**config.mk**
```make
export PLATFORM = sky130hd
export DESIGN_NAME = fb_buf_switcher
export DESIGN_NICKNAME = d
export VERILOG_FILES = /design/src/rtl/fb_buf_switcher.sv
export SDC_FILE = /design/constraint.sdc
export NUM_CORES = 1
export LEC_CHECK = 0
export CAP_MARGIN = 10
export CORE_AREA = 2 2 51 53
export DETAILED_ROUTE_END_ITERATION = 12
export DIE_AREA = 0 0 53 55
export PLACE_DENSITY = 0.76
export SLEW_MARGIN = 0
export SYNTH_ARGS = -nofsm -noshare
export SYNTH_HDL_FRONTEND = slang
export SYNTH_SLANG_ARGS = --single-unit
```
**constraint.sdc**
```tcl
create_clock -name clk -period 2.3 [get_ports clk]
set_clock_uncertainty 0.15 [all_clocks]
set_input_delay 0.23 -clock clk [delete_from_list [all_inputs] [get_ports clk]]
set_output_delay 0.23 -clock clk [all_outputs]
set_load 0.005 [all_outputs]
```
**src/rtl/fb_buf_switcher.sv**
```systemverilog
// Frame-buffer swap controller for 2- or 3-buffer SRAM framebuffers.
// Tracks the producer/display buffer indices, holds the producer off until its
// in-flight AXI writes drain, then exchanges indices (on vsync for double
// buffering, immediately for triple buffering). NUM_BUFS must be 2 or 3.
module fb_buf_switcher #(
  parameter int NUM_BUFS        = 2,
  parameter int MAX_OUTSTANDING = 8,
  parameter int DRAIN_TIMEOUT   = 255,
  parameter int SYNC_TO_VSYNC   = 1,
  parameter bit VSYNC_ACTIVE    = 1'b0,
  localparam int BUF_BITS = $clog2(NUM_BUFS),
  localparam int CNT_BITS = $clog2(MAX_OUTSTANDING + 1)
) (
  input  logic                clk,
  input  logic                rst_n,
  input  logic                swap_req,
  input  logic                prod_aw_fire,
  input  logic                prod_b_fire,
  input  logic                cons_vsync,
  output logic                prod_hold,
  output logic [BUF_BITS-1:0] prod_buf,
  output logic [BUF_BITS-1:0] cons_buf,
  output logic                switch,
  output logic                busy,
  output logic [CNT_BITS-1:0] outstanding,
  output logic                err
);

  localparam int TO_BITS = (DRAIN_TIMEOUT > 0) ? $clog2(DRAIN_TIMEOUT + 1) : 1;
  localparam logic [TO_BITS-1:0]  TO_MAX  = TO_BITS'(DRAIN_TIMEOUT);
  localparam logic [CNT_BITS-1:0] CNT_MAX = CNT_BITS'(MAX_OUTSTANDING);
  localparam bit TRIPLE      = (NUM_BUFS == 3);
  localparam bit USE_VS_WAIT = (NUM_BUFS == 2) && (SYNC_TO_VSYNC != 0);

  typedef enum logic [1:0] {IDLE, DRAIN, WAIT_VS, SWAP} state_t;

  state_t              state_reg, state_next;
  logic                pending_reg, pending_next;
  logic [TO_BITS-1:0]  to_reg, to_next;
  logic [CNT_BITS-1:0] cnt_reg, cnt_next;
  logic                err_reg, err_next;
  logic [BUF_BITS-1:0] prod_reg, prod_next;
  logic [BUF_BITS-1:0] cons_reg, cons_next;
  logic [BUF_BITS-1:0] ready_reg, ready_next;
  logic                rv_reg, rv_next;
  logic                switch_reg, switch_next;
  logic                swap_req_q_reg, vs_q_reg;
  logic                req_edge, vs_edge, do_swap, flip;
  logic                cnt_err, to_err;

  assign req_edge = swap_req && !swap_req_q_reg;
  assign vs_edge  = (cons_vsync == VSYNC_ACTIVE) && (vs_q_reg != VSYNC_ACTIVE);
  assign do_swap  = (state_reg == SWAP);
  // A displayable frame is handed to the display on the next vsync edge.
  assign flip     = TRIPLE && vs_edge && rv_reg;
  assign err_next = err_reg | cnt_err | to_err;

  // Outstanding-write counter: saturates at both ends and flags misuse.
  always_comb begin
    cnt_next = cnt_reg;
    cnt_err  = 1'b0;
    if (prod_aw_fire && !prod_b_fire) begin
      if (cnt_reg == CNT_MAX) cnt_err = 1'b1;
      else                    cnt_next = cnt_reg + CNT_BITS'(1);
    end else if (prod_b_fire && !prod_aw_fire) begin
      if (cnt_reg == '0) cnt_err = 1'b1;
      else               cnt_next = cnt_reg - CNT_BITS'(1);
    end
  end

  // Swap sequencer next-state: drain writes, optionally wait for vsync, swap.
  always_comb begin
    state_next   = state_reg;
    pending_next = pending_reg;
    to_next      = to_reg;
    to_err       = 1'b0;
    case (state_reg)
      IDLE: begin
        if (req_edge || pending_reg) begin
          state_next   = DRAIN;
          pending_next = 1'b0;
          to_next      = '0;
        end
      end
      DRAIN: begin
        if (req_edge) pending_next = 1'b1;
        if (cnt_reg == '0 || to_reg == TO_MAX) begin
          // Forced progress with writes still in flight is an error.
          to_err     = (cnt_reg != '0);
          state_next = USE_VS_WAIT ? WAIT_VS : SWAP;
        end else begin
          to_next = to_reg + TO_BITS'(1);
        end
      end
      WAIT_VS: begin
        if (req_edge) pending_next = 1'b1;
        if (vs_edge)  state_next = SWAP;
      end
      SWAP: begin
        if (req_edge) pending_next = 1'b1;
        state_next = IDLE;
      end
      default: state_next = IDLE;
    endcase
  end

  // Buffer index rotation for the swap action and the consumer flip.
  always_comb begin
    prod_next  = prod_reg;
    cons_next  = cons_reg;
    ready_next = ready_reg;
    rv_next    = rv_reg;
    if (!TRIPLE) begin
      if (do_swap) begin
        prod_next = cons_reg;
        cons_next = prod_reg;
      end
    end else if (do_swap && flip) begin
      prod_next  = ready_reg;
      cons_next  = prod_reg;
      ready_next = cons_reg;
      rv_next    = 1'b0;
    end else if (do_swap) begin
      // An older undisplayed ready frame is dropped and reused by the producer.
      prod_next  = ready_reg;
      ready_next = prod_reg;
      rv_next    = 1'b1;
    end else if (flip) begin
      cons_next  = ready_reg;
      ready_next = cons_reg;
      rv_next    = 1'b0;
    end
    switch_next = do_swap || flip;
  end

  // All state registers, returned to reset values asynchronously.
  always_ff @(posedge clk or negedge rst_n) begin
    if (!rst_n) begin
      state_reg      <= IDLE;
      pending_reg    <= 1'b0;
      to_reg         <= '0;
      cnt_reg        <= '0;
      err_reg        <= 1'b0;
      prod_reg       <= '0;
      cons_reg       <= BUF_BITS'(1);
      ready_reg      <= BUF_BITS'(2);
      rv_reg         <= 1'b0;
      switch_reg     <= 1'b0;
      swap_req_q_reg <= 1'b0;
      vs_q_reg       <= !VSYNC_ACTIVE;
    end else begin
      state_reg      <= state_next;
      pending_reg    <= pending_next;
      to_reg         <= to_next;
      cnt_reg        <= cnt_next;
      err_reg        <= err_next;
      prod_reg       <= prod_next;
      cons_reg       <= cons_next;
      ready_reg      <= ready_next;
      rv_reg         <= rv_next;
      switch_reg     <= switch_next;
      swap_req_q_reg <= swap_req;
      vs_q_reg       <= cons_vsync;
    end
  end

  assign prod_hold   = (state_reg != IDLE);
  assign busy        = (state_reg != IDLE) || pending_reg;
  assign prod_buf    = prod_reg;
  assign cons_buf    = cons_reg;
  assign switch      = switch_reg;
  assign outstanding = cnt_reg;
  assign err         = err_reg;

endmodule

```
==> reports/results.txt, run 1 <==
Post-synthesis mux area share: 0.0278
Rel. slew slack: 0.698
Place WS: 0.0395 ns
P per Cell Area: 1180 mW/mm^2
CP arrival: 1.71 ns
Fin. max-slew vios: 0
TritonCTS buffer count: 3
RSZ-0062 raised after global routing: no
Overall Power: 1.73 mW
Layout Area Growth over Synthesis: 20.9%
FP Rows: 18
Sw Ratio: 0.396
Register area share after synthesis: 0.435
Static Leakage: 0.651 nW
Post-DR vias/cell: 5.59
Ratio of cells with drive above 1 in the final layout: 0.175
Clk sinks: 21
Switching power: 0.686 mW
CTS tree: done
Grt ovf: 0
Setup tns final: 0 ns
Startpoint types: flip-flop
All-Layer GR Usage: 0.198
Vias post-DR: 934
Nets: 154
CTS H-tree depth: 1
Most common cell in the netlist: dfrtp_1
Die span in y: 55 microns
Vias in the first global route: 931
Status: complete, no violations
Combinational power share: 0.527
Avg Cell Area, Syn: 10.7 sq um
FF+latch count, synth: 21
Post-layout minimum cycle time: 2.09 ns
Synth area leader: dfrtp_1
Worst r2r src: outstanding[3]
Die ar.: 0.00292 sq mm
WL final: 2.30 mm
CP Cell Sequence: inv_1, ha_1, nand2b_1, clkdlybuf4s50_1
Post-Syn Area: 0.00121 sq mm
DRC violations left: 0
Initial antenna violation count: 0
Initial Utilization: 0.514
Critical Path End Type: output pin
VDD IR max: 889 uV
Hold_buf cts: 0
Largest family of logic cells by synthesized area: compound AO/OA/AOI/OAI gates
ANT cells: 0
CP Class: reg -> out
Post-cts resize count: 0
Cells after synthesis: 114
EDFF count, synth: 0
WP data required: 1.92 ns
Cell variety after synth: 40
Clock root cell: clkbuf_4
Cell internal pwr: 1.05 mW
Fmax achieved: 478 MHz
Post-Synth Simple-Gate Area: 0.176
Min-Delay Path Class: in -> async
Drt first pass iters: 5
Synth area leaders: dfrtp_1 39%, ha_1 9.3%, dfstp_2 4.3%
R2R setup slack: 0.24 ns
1st-iter DRT viols: 14
Port bufs: 15
Core area: 0.00236 sq mm
RePlAce Congestion: 0.825
Final Cycle Share: 0.910
Hold slack: 0.105 ns
Synth top area share: 0.391
Synth warn: 0
Worst-path clk slew: 0.11 ns
Antenna viol nets, final: 0
First-pass GRT wire length: 4.20 mm
Drt wl/cell: 13.8 microns
DP Wirelength: 1.78 mm
End of the worst register-to-register path: state_reg[1]
Clock power share: 0.100
Post-CTS Setup Inserts: 0
Io pins: 16
Power share of the sequential group: 0.373
Largest net degree at the start of global routing: 22
Syn Nets: 130
Top FF cell, synth: dfrtp_1
Worst slew pin tran: 0.452 ns
Commonest cells in the netlist: 19 x dfrtp_1, 10 x nand2_1, 9 x ha_1, 8 x inv_1, 7 x nor2_1
Synth Area in Adders: 0.109
Max incr delay on CP: 0.50 ns
Max reg flops: 8
Synth Area in Compound Gates: 0.188
Worst R2R Path Depth: 5
Chip width: 53 microns
Clk_lat worst skew: 0.30 ns
Clock buffer depth: 2
CP max FO: 6
Final hold violations: 0
Slowest stage cell, crit path: clkdlybuf4s50_1
Final setup vio count: 0
Asr flop ratio synth: 1.00
Area share of xor/xnor cells in the synthesized design: 0.0288
Fin worst setup slack: 0.208 ns
Max cap viols: 0
==> critical path, delay by kind of cell (launching register included) <==
family	cells	cell delay [ns]
and+or+nand+nor	1	0.13
DFF	1	0.42
adders and majority gates	1	0.27
buffers and inverters	2	0.59
==> final cells by class <==
class / count / area (sq um)
Fill cell: 220 / 896
Multi-Input combinational cell: 82 / 644
Sequential cell: 21 / 528
Timing Repair Buffer: 22 / 203
Tap cell: 30 / 37.5
Inverter: 8 / 30.0
Clock buffer: 4 / 26.3
==> cell usage in the layout (no fill, tap or decap), types with 2 or more instances in the layout <==
cell	netlist	routed
nand2_1	10	10
ha_1	9	9
nand2b_1	4	4
clkbuf_4	0	3
and3_1	2	2
a31oi_1	4	4
a21oi_1	5	5
o21ai_0	2	2
dfrtp_1	19	19
inv_1	8	8
mux2_2	3	3
and3_2	2	2
buf_4	0	7
nor2_1	7	7
a211o_1	2	2
nor3_1	3	3
nand3_1	3	3
dfstp_2	2	2
nand4_1	3	3
clkdlybuf4s50_1	0	15
xnor2_1	3	3
a41oi_1	2	2
==> metal layers <==
metal  wire length (microns)  part of all wire  GRT usage
met5                       0                 0          0
met4                      21            0.0091     0.0769
met3                      68             0.030     0.0242
met2                    1210              0.53      0.369
met1                    1000              0.43      0.235
==> logic make-up after synthesis <==
logic type               after synthesis
multiplexers                           3
flip-flops                            21
XOR/XNOR                               4
AO/OA/AOI/OAI                         25
buffers and inverters                 11
AND/OR/NAND/NOR                       40
adder cells (fa/ha/maj)               10
==> metrics by stage <==
step | cells | cell area, sq um | util
global placement | 163 | 1440 | 0.610
floorplan | 114 | 1210 | -
finish | 167 | 1470 | 0.621
CTS | 167 | 1470 | 0.621
global route | 167 | 1470 | 0.621
detailed placement | 163 | 1440 | 0.610
==> how the worst max path moves through the flow <==
stage,to,startpoint,depth (start not counted)
2_1_floorplan,to_reg[4],state_reg[1],7
3_3_place_gp,outstanding[3],prod_b_fire,9
3_5_place_dp,outstanding[3],prod_b_fire,9
4_1_cts,busy,state_reg[0],4
5_1_grt,busy,state_reg[0],4
6_report,busy,state_reg[0],4
==> power groups by stage <==
stage               logic, mW  registers (mW)  clock network, mW
detailed placement      0.913           0.654                  0
global placement        0.871           0.643                  0
CTS                     0.918           0.647              0.181
finish                  0.913           0.646              0.173
global route             1.03           0.669              0.189
floorplan               0.572           0.628                  0
Power figures use the tool's default switching activity.
==> inputs of run 2 (changes only) <==
--- a/config.mk
+++ b/config.mk
@@ -6,10 +6,10 @@
 export NUM_CORES = 1
 export LEC_CHECK = 0
 export CAP_MARGIN = 10
-export CORE_AREA = 2 2 51 53
+export CORE_AREA = 2 2 49 51
 export DETAILED_ROUTE_END_ITERATION = 12
-export DIE_AREA = 0 0 53 55
-export PLACE_DENSITY = 0.76
+export DIE_AREA = 0 0 51 53
+export PLACE_DENSITY = 0.81
 export SLEW_MARGIN = 0
 export SYNTH_ARGS = -nofsm -noshare
 export SYNTH_HDL_FRONTEND = slang
==> constraint.sdc (replaced) <==
create_clock -name clk -period 2.6 [get_ports clk]
set_clock_uncertainty 0.15 [all_clocks]
set_input_delay 0.26 -clock clk [delete_from_list [all_inputs] [get_ports clk]]
set_output_delay 0.26 -clock clk [all_outputs]
set_load 0.005 [all_outputs]
==> run 2 against run 1 <==
Routed wire length decreased by 5.4%. Worst hold slack improved by 0.032 ns. Core utilization increased by 4.0 points. Die area decreased by 7.3%. Highest routed layer unchanged.
==> reports/results.txt, run 2 (synthesized netlist as in run 1, its figures left out) <==
Chip width: 51 microns (-3.8%)
Final hold violations: 0 (unchanged)
Antenna viol nets, final: 0 (unchanged)
Static Leakage: 0.621 nW (-4.6%)
CTS tree: done
Hold slack: 0.137 ns (+0.0324 ns)
Worst slew pin tran: 0.536 ns (+0.0840 ns)
Nets: 148 (-3.9%)
First-pass GRT wire length: 3.82 mm (-8.9%)
Initial antenna violation count: 0 (unchanged)
FP Rows: 17 (-1)
CP max FO: 10 (+4)
All-Layer GR Usage: 0.195 (-0.00365)
Commonest cells after routing, fill and taps aside: 19 x dfrtp_1, 15 x clkdlybuf4s50_1, 10 x nand2_1
Worst r2r src: state_reg[1]
Clk sinks: 21 (unchanged)
Port bufs: 15 (unchanged)
Max reg flops: 8 (unchanged)
TritonCTS buffer count: 3 (unchanged)
Multi-input gate area: 644 sq um (unchanged)
Min-Delay Path Class: in -> async
WP data required: 2.63 ns (+0.71 ns)
DRC violations left: 0 (unchanged)
# fillers: 161 (-27%)
CTS H-tree depth: 1 (unchanged)
Clock buffer depth: 2 (unchanged)
VDD IR max: 622 uV (-30%)
Layout Area Growth over Synthesis: 17.0%
Worst-path clk slew: 0.11 ns (about the same)
Combinational power share: 0.498 (-0.029)
R2R setup slack: 0.29 ns (+0.05 ns)
Post-CTS Setup Inserts: 0 (unchanged)
Sw Ratio: 0.405 (+0.00856)
Clk_lat worst skew: 0.31 ns (about the same)
Post-DR vias/cell: 5.65 (+0.98%)
Ratio of cells with drive above 1 in the final layout: 0.137 (-0.0378)
Hold_buf cts: 0 (unchanged)
Die ar.: 0.00270 sq mm (-7.3%)
Max cap viols: 0 (unchanged)
Initial Utilization: 0.566 (+0.0518)
P per Cell Area: 1030 mW/mm^2 (-12%)
Drt first pass iters: 4 (-1)
Final Cycle Share: 0.888
Clock power share: 0.106 (+0.006)
Cell internal pwr: 0.875 mW (-16%)
Startpoint types: flip-flop
RePlAce Congestion: 0.838 (+1.5%)
Sequential Area: 528 sq um (unchanged)
Post-cts resize count: 0 (unchanged)
1st-iter DRT viols: 21 (+7)
Rel. slew slack: 0.643 (-0.0549)
Io pins: 16 (unchanged)
DP Wirelength: 1.59 mm (-10%)
Grt ovf: 0 (unchanged)
Fmax achieved: 433 MHz
Final setup vio count: 0 (unchanged)
Critical Path End Type: flip-flop
Setup tns final: 0 ns (unchanged)
Switching power: 0.595 mW (-13%)
Status: complete, no violations
Vias in the first global route: 883 (-5.2%)
Largest net degree at the start of global routing: 22 (unchanged)
Vias post-DR: 898 (-3.9%)
CP Class: reg -> reg
End of the worst register-to-register path: to_reg[5]
CP arrival: 2.34 ns (+0.63 ns)
Power share of the sequential group: 0.395 (+0.022)
Core area: 0.00215 sq mm (-9.2%)
Drt wl/cell: 13.7 microns (-0.62%)
ANT cells: 0 (unchanged)
Clock root cell: clkbuf_4
Die span in y: 53 microns (-3.6%)
RSZ-0062 raised after global routing: no
Post-layout minimum cycle time: 2.31 ns
Worst R2R Path Depth: 6 (+1)
Fin. max-slew vios: 0 (unchanged)
WL final: 2.18 mm (-5.4%)
Most common cell after layout, fill and taps aside: dfrtp_1
-- run 2: changes by cell type in the layout (fill, tap and decap cells not counted), sizes merged --
cell / previous run / this run
buf: 7 / 1
-- run 2: metal layers --
metal	global-route usage	up-vias	part of all wire
li1	-	449	-
met1	0.243	423	0.47
met2	0.333	21	0.47
met3	0.0254	5	0.038
met4	0.0946	0	0.020
met5	0	-	0
-- run 2: final cells by class --
| class | count | area share |
|---|---|---|
| clock buffer | 4 | 0.0185 |
| sequential | 21 | 0.371 |
| timing repair buffer | 16 | 0.111 |
| inverter | 8 | 0.0211 |
| tap | 28 | 0.0246 |
| multi-input combinational | 82 | 0.453 |
-- run 2: worst max-delay path by stage --
| stage | end | slack, ns | startpoint | cells after the start |
|---|---|---|---|---|
| 2_1_floorplan | to_reg[4] | 0.66 | state_reg[1] | 7 |
| 3_3_place_gp | outstanding[3] | 0.37 | prod_b_fire | 9 |
| 3_5_place_dp | outstanding[3] | 0.26 | prod_b_fire | 9 |
| 4_1_cts | to_reg[5] | 0.28 | state_reg[1] | 6 |
| 5_1_grt | to_reg[5] | 0.09 | state_reg[1] | 6 |
| 6_report | to_reg[5] | 0.29 | state_reg[1] | 6 |
-- run 2: critical path, cell delays in order, from the launching register on --
cell     delay, ns
dfrtp_1       0.42
inv_1         0.09
ha_1          0.38
o41ai_4       0.19
a41o_1        0.33
a21oi_1       0.47
a31oi_1       0.16
-- run 2: through the flow --
step | setup WS [ns] | power [mW] | util | instances | cell area (sq um)
2_1_floorplan | 0.659 | 1.06 | - | 114 | 1210
3_3_place_gp | 0.368 | 1.28 | 0.649 | 155 | 1400
3_5_place_dp | 0.256 | 1.32 | 0.649 | 155 | 1400
4_1_cts | 0.281 | 1.48 | 0.662 | 159 | 1420
5_1_grt | 0.0896 | 1.59 | 0.662 | 159 | 1420
6_report | 0.291 | 1.47 | 0.662 | 159 | 1420
-- run 2: power by group through the flow --
stage                     clock network [mW]  logic (mW)  registers, mW
after floorplan                            0       0.506          0.556
after global placement                     0       0.698          0.578
after detailed placement                   0       0.729          0.590
after CTS                              0.162       0.735          0.582
after global routing                   0.177       0.810          0.599
final                                  0.156       0.732          0.581
==> inputs of run 3 (changes only) <==
--- a/config.mk
+++ b/config.mk
@@ -9,7 +9,9 @@
 export CORE_AREA = 2 2 49 51
 export DETAILED_ROUTE_END_ITERATION = 12
 export DIE_AREA = 0 0 51 53
+export GPL_ROUTABILITY_DRIVEN = 0
 export PLACE_DENSITY = 0.81
+export REMOVE_ABC_BUFFERS = 1
 export SLEW_MARGIN = 0
 export SYNTH_ARGS = -nofsm -noshare
 export SYNTH_HDL_FRONTEND = slang
==> run 3 against run 2 <==
Cell count did not move. Sequential share of layout area unchanged. Die area stayed put. Core utilization did not move. Critical path depth did not move. Setup slack worse by 0.047 ns. Design area stayed put. Non-clock buffer count is the same. Sequential power barely moved. Sequential cell count stayed put. Power up 0.43%. Clock power barely moved. Largest cell class unchanged.
==> reports/results.txt, run 3 (synthesized netlist as in run 1, its figures left out) <==
Max cap viols: 0 (unchanged)
Nets: 148 (unchanged)
1st-iter DRT viols: 17 (-19%)
Final setup vio count: 0 (unchanged)
Sw Ratio: 0.406 (+0.00162)
Most common cell after layout, fill and taps aside: dfrtp_1
CP arrival: 2.37 ns (+0.03 ns)
Core area: 0.00215 sq mm (unchanged)
WP data required: 2.61 ns (-0.02 ns)
DRC violations left: 0 (unchanged)
Commonest cells after routing, fill and taps aside: 19 x dfrtp_1, 15 x clkdlybuf4s50_1, 10 x nand2_1
Rel. slew slack: 0.628 (-0.0145)
Final hold violations: 0 (unchanged)
Vias post-DR: 946 (+5.3%)
Combinational power share: 0.504 (+0.006)
Grt ovf: 0 (unchanged)
Clk_lat worst skew: 0.29 ns (-0.02 ns)
Switching power: 0.600 mW (+0.83%)
Vias in the first global route: 961 (+8.8%)
FP Rows: 17 (unchanged)
Startpoint types: flip-flop
Fmax achieved: 425 MHz (-2.0%)
RSZ-0062 raised after global routing: no
R2R setup slack: 0.24 ns (-0.05 ns)
Worst-path clk slew: 0.11 ns (about the same)
Min-Delay Path Class: in -> async
Clock buffer depth: 2 (unchanged)
CP Class: reg -> reg
Worst slew pin tran: 0.557 ns (+0.0217 ns)
Fin. max-slew vios: 0 (unchanged)
Status: complete, no violations
Drt wl/cell: 14.1 microns (+2.6%)
Setup tns final: 0 ns (unchanged)
CP max FO: 10 (unchanged)
Die span in y: 53 microns (unchanged)
Hold_buf cts: 0 (unchanged)
Power share of the sequential group: 0.392 (-0.003)
Final Cycle Share: 0.906 (+0.0179)
WL final: 2.24 mm (+2.6%)
Post-layout minimum cycle time: 2.36 ns (+0.0466 ns)
Worst R2R Path Depth: 6 (unchanged)
Chip width: 51 microns (unchanged)
P per Cell Area: 1040 mW/mm^2 (+0.43%)
Antenna viol nets, final: 0 (unchanged)
Critical Path End Type: flip-flop
VDD IR max: 580 uV (-6.8%)
Initial antenna violation count: 0 (unchanged)
Io pins: 16 (unchanged)
ANT cells: 0 (unchanged)
Die ar.: 0.00270 sq mm (unchanged)
CTS H-tree depth: 1 (unchanged)
TritonCTS buffer count: 3 (unchanged)
Overall Power: 1.48 mW (+0.43%)
Drt first pass iters: 4 (unchanged)
Post-CTS Setup Inserts: 0 (unchanged)
Port bufs: 15 (unchanged)
Largest net degree at the start of global routing: 22 (unchanged)
Max reg flops: 8 (unchanged)
Static Leakage: 0.621 nW (unchanged)
Ratio of cells with drive above 1 in the final layout: 0.137 (unchanged)
Cell internal pwr: 0.876 mW (+0.16%)
First-pass GRT wire length: 4.04 mm (+5.6%)
CTS tree: done
Post-DR vias/cell: 5.95 (+5.3%)
DP Wirelength: 1.67 mm (+4.8%)
Layout Area Growth over Synthesis: 17.0% (unchanged)
Post-cts resize count: 0 (unchanged)
Clock power share: 0.103 (-0.003)
All-Layer GR Usage: 0.198 (+0.00271)
Initial Utilization: 0.566 (unchanged)
Clk sinks: 21 (unchanged)
Clock root cell: clkbuf_4
==> run 3: layout make-up <==
class | count | area [sq um]
tap | 28 | 35.0
multi-input combinational | 82 | 644
inverter | 8 | 30.0
fill | 173 | 727
clock buffer | 4 | 26.3
timing repair buffer | 16 | 158
sequential | 21 | 528
==> run 3: final timing paths <==
path,end,from
hold reg to reg,err,err
min in group clk,vs_q_reg,cons_vsync
setup / recovery,to_reg[3],state_reg[1]
setup reg to reg,to_reg[3],state_reg[1]
hold / removal,to_reg[7],rst_n
max in group asynchronous,vs_q_reg,rst_n
==> run 3: worst max-delay path, stage by stage (launching register included) <==
cell	delay (ns)
dfrtp_1	0.43
inv_1	0.09
ha_1	0.41
o41ai_4	0.19
a41o_1	0.33
a21oi_1	0.48
a31oi_1	0.16
==> run 3: metrics by stage <==
stage	utilization	hold WS [ns]	instances	setup slack, ns	area (sq um)
floorplan	-	-0.186	111	0.626	1200
global placement	0.649	0.298	155	0.363	1400
detailed placement	0.649	0.317	155	0.222	1400
CTS	0.662	0.158	159	0.245	1420
global route	0.662	0.197	159	0.139	1420
finish	0.662	0.153	159	0.244	1420
==> run 3: routing by layer <==
metal	GRT usage	wire, microns
met1	0.238	992
met2	0.355	1120
met3	0.0311	106
met4	0.0721	17
met5	0	0
==> run 3: power by group through the flow <==
stage / clock (mW) / sequential [mW] / combinational [mW]
floorplan: 0 / 0.566 / 0.489
global placement: 0 / 0.579 / 0.697
detailed placement: 0 / 0.586 / 0.740
CTS: 0.159 / 0.578 / 0.747
global route: 0.171 / 0.602 / 0.825
finish: 0.153 / 0.579 / 0.744
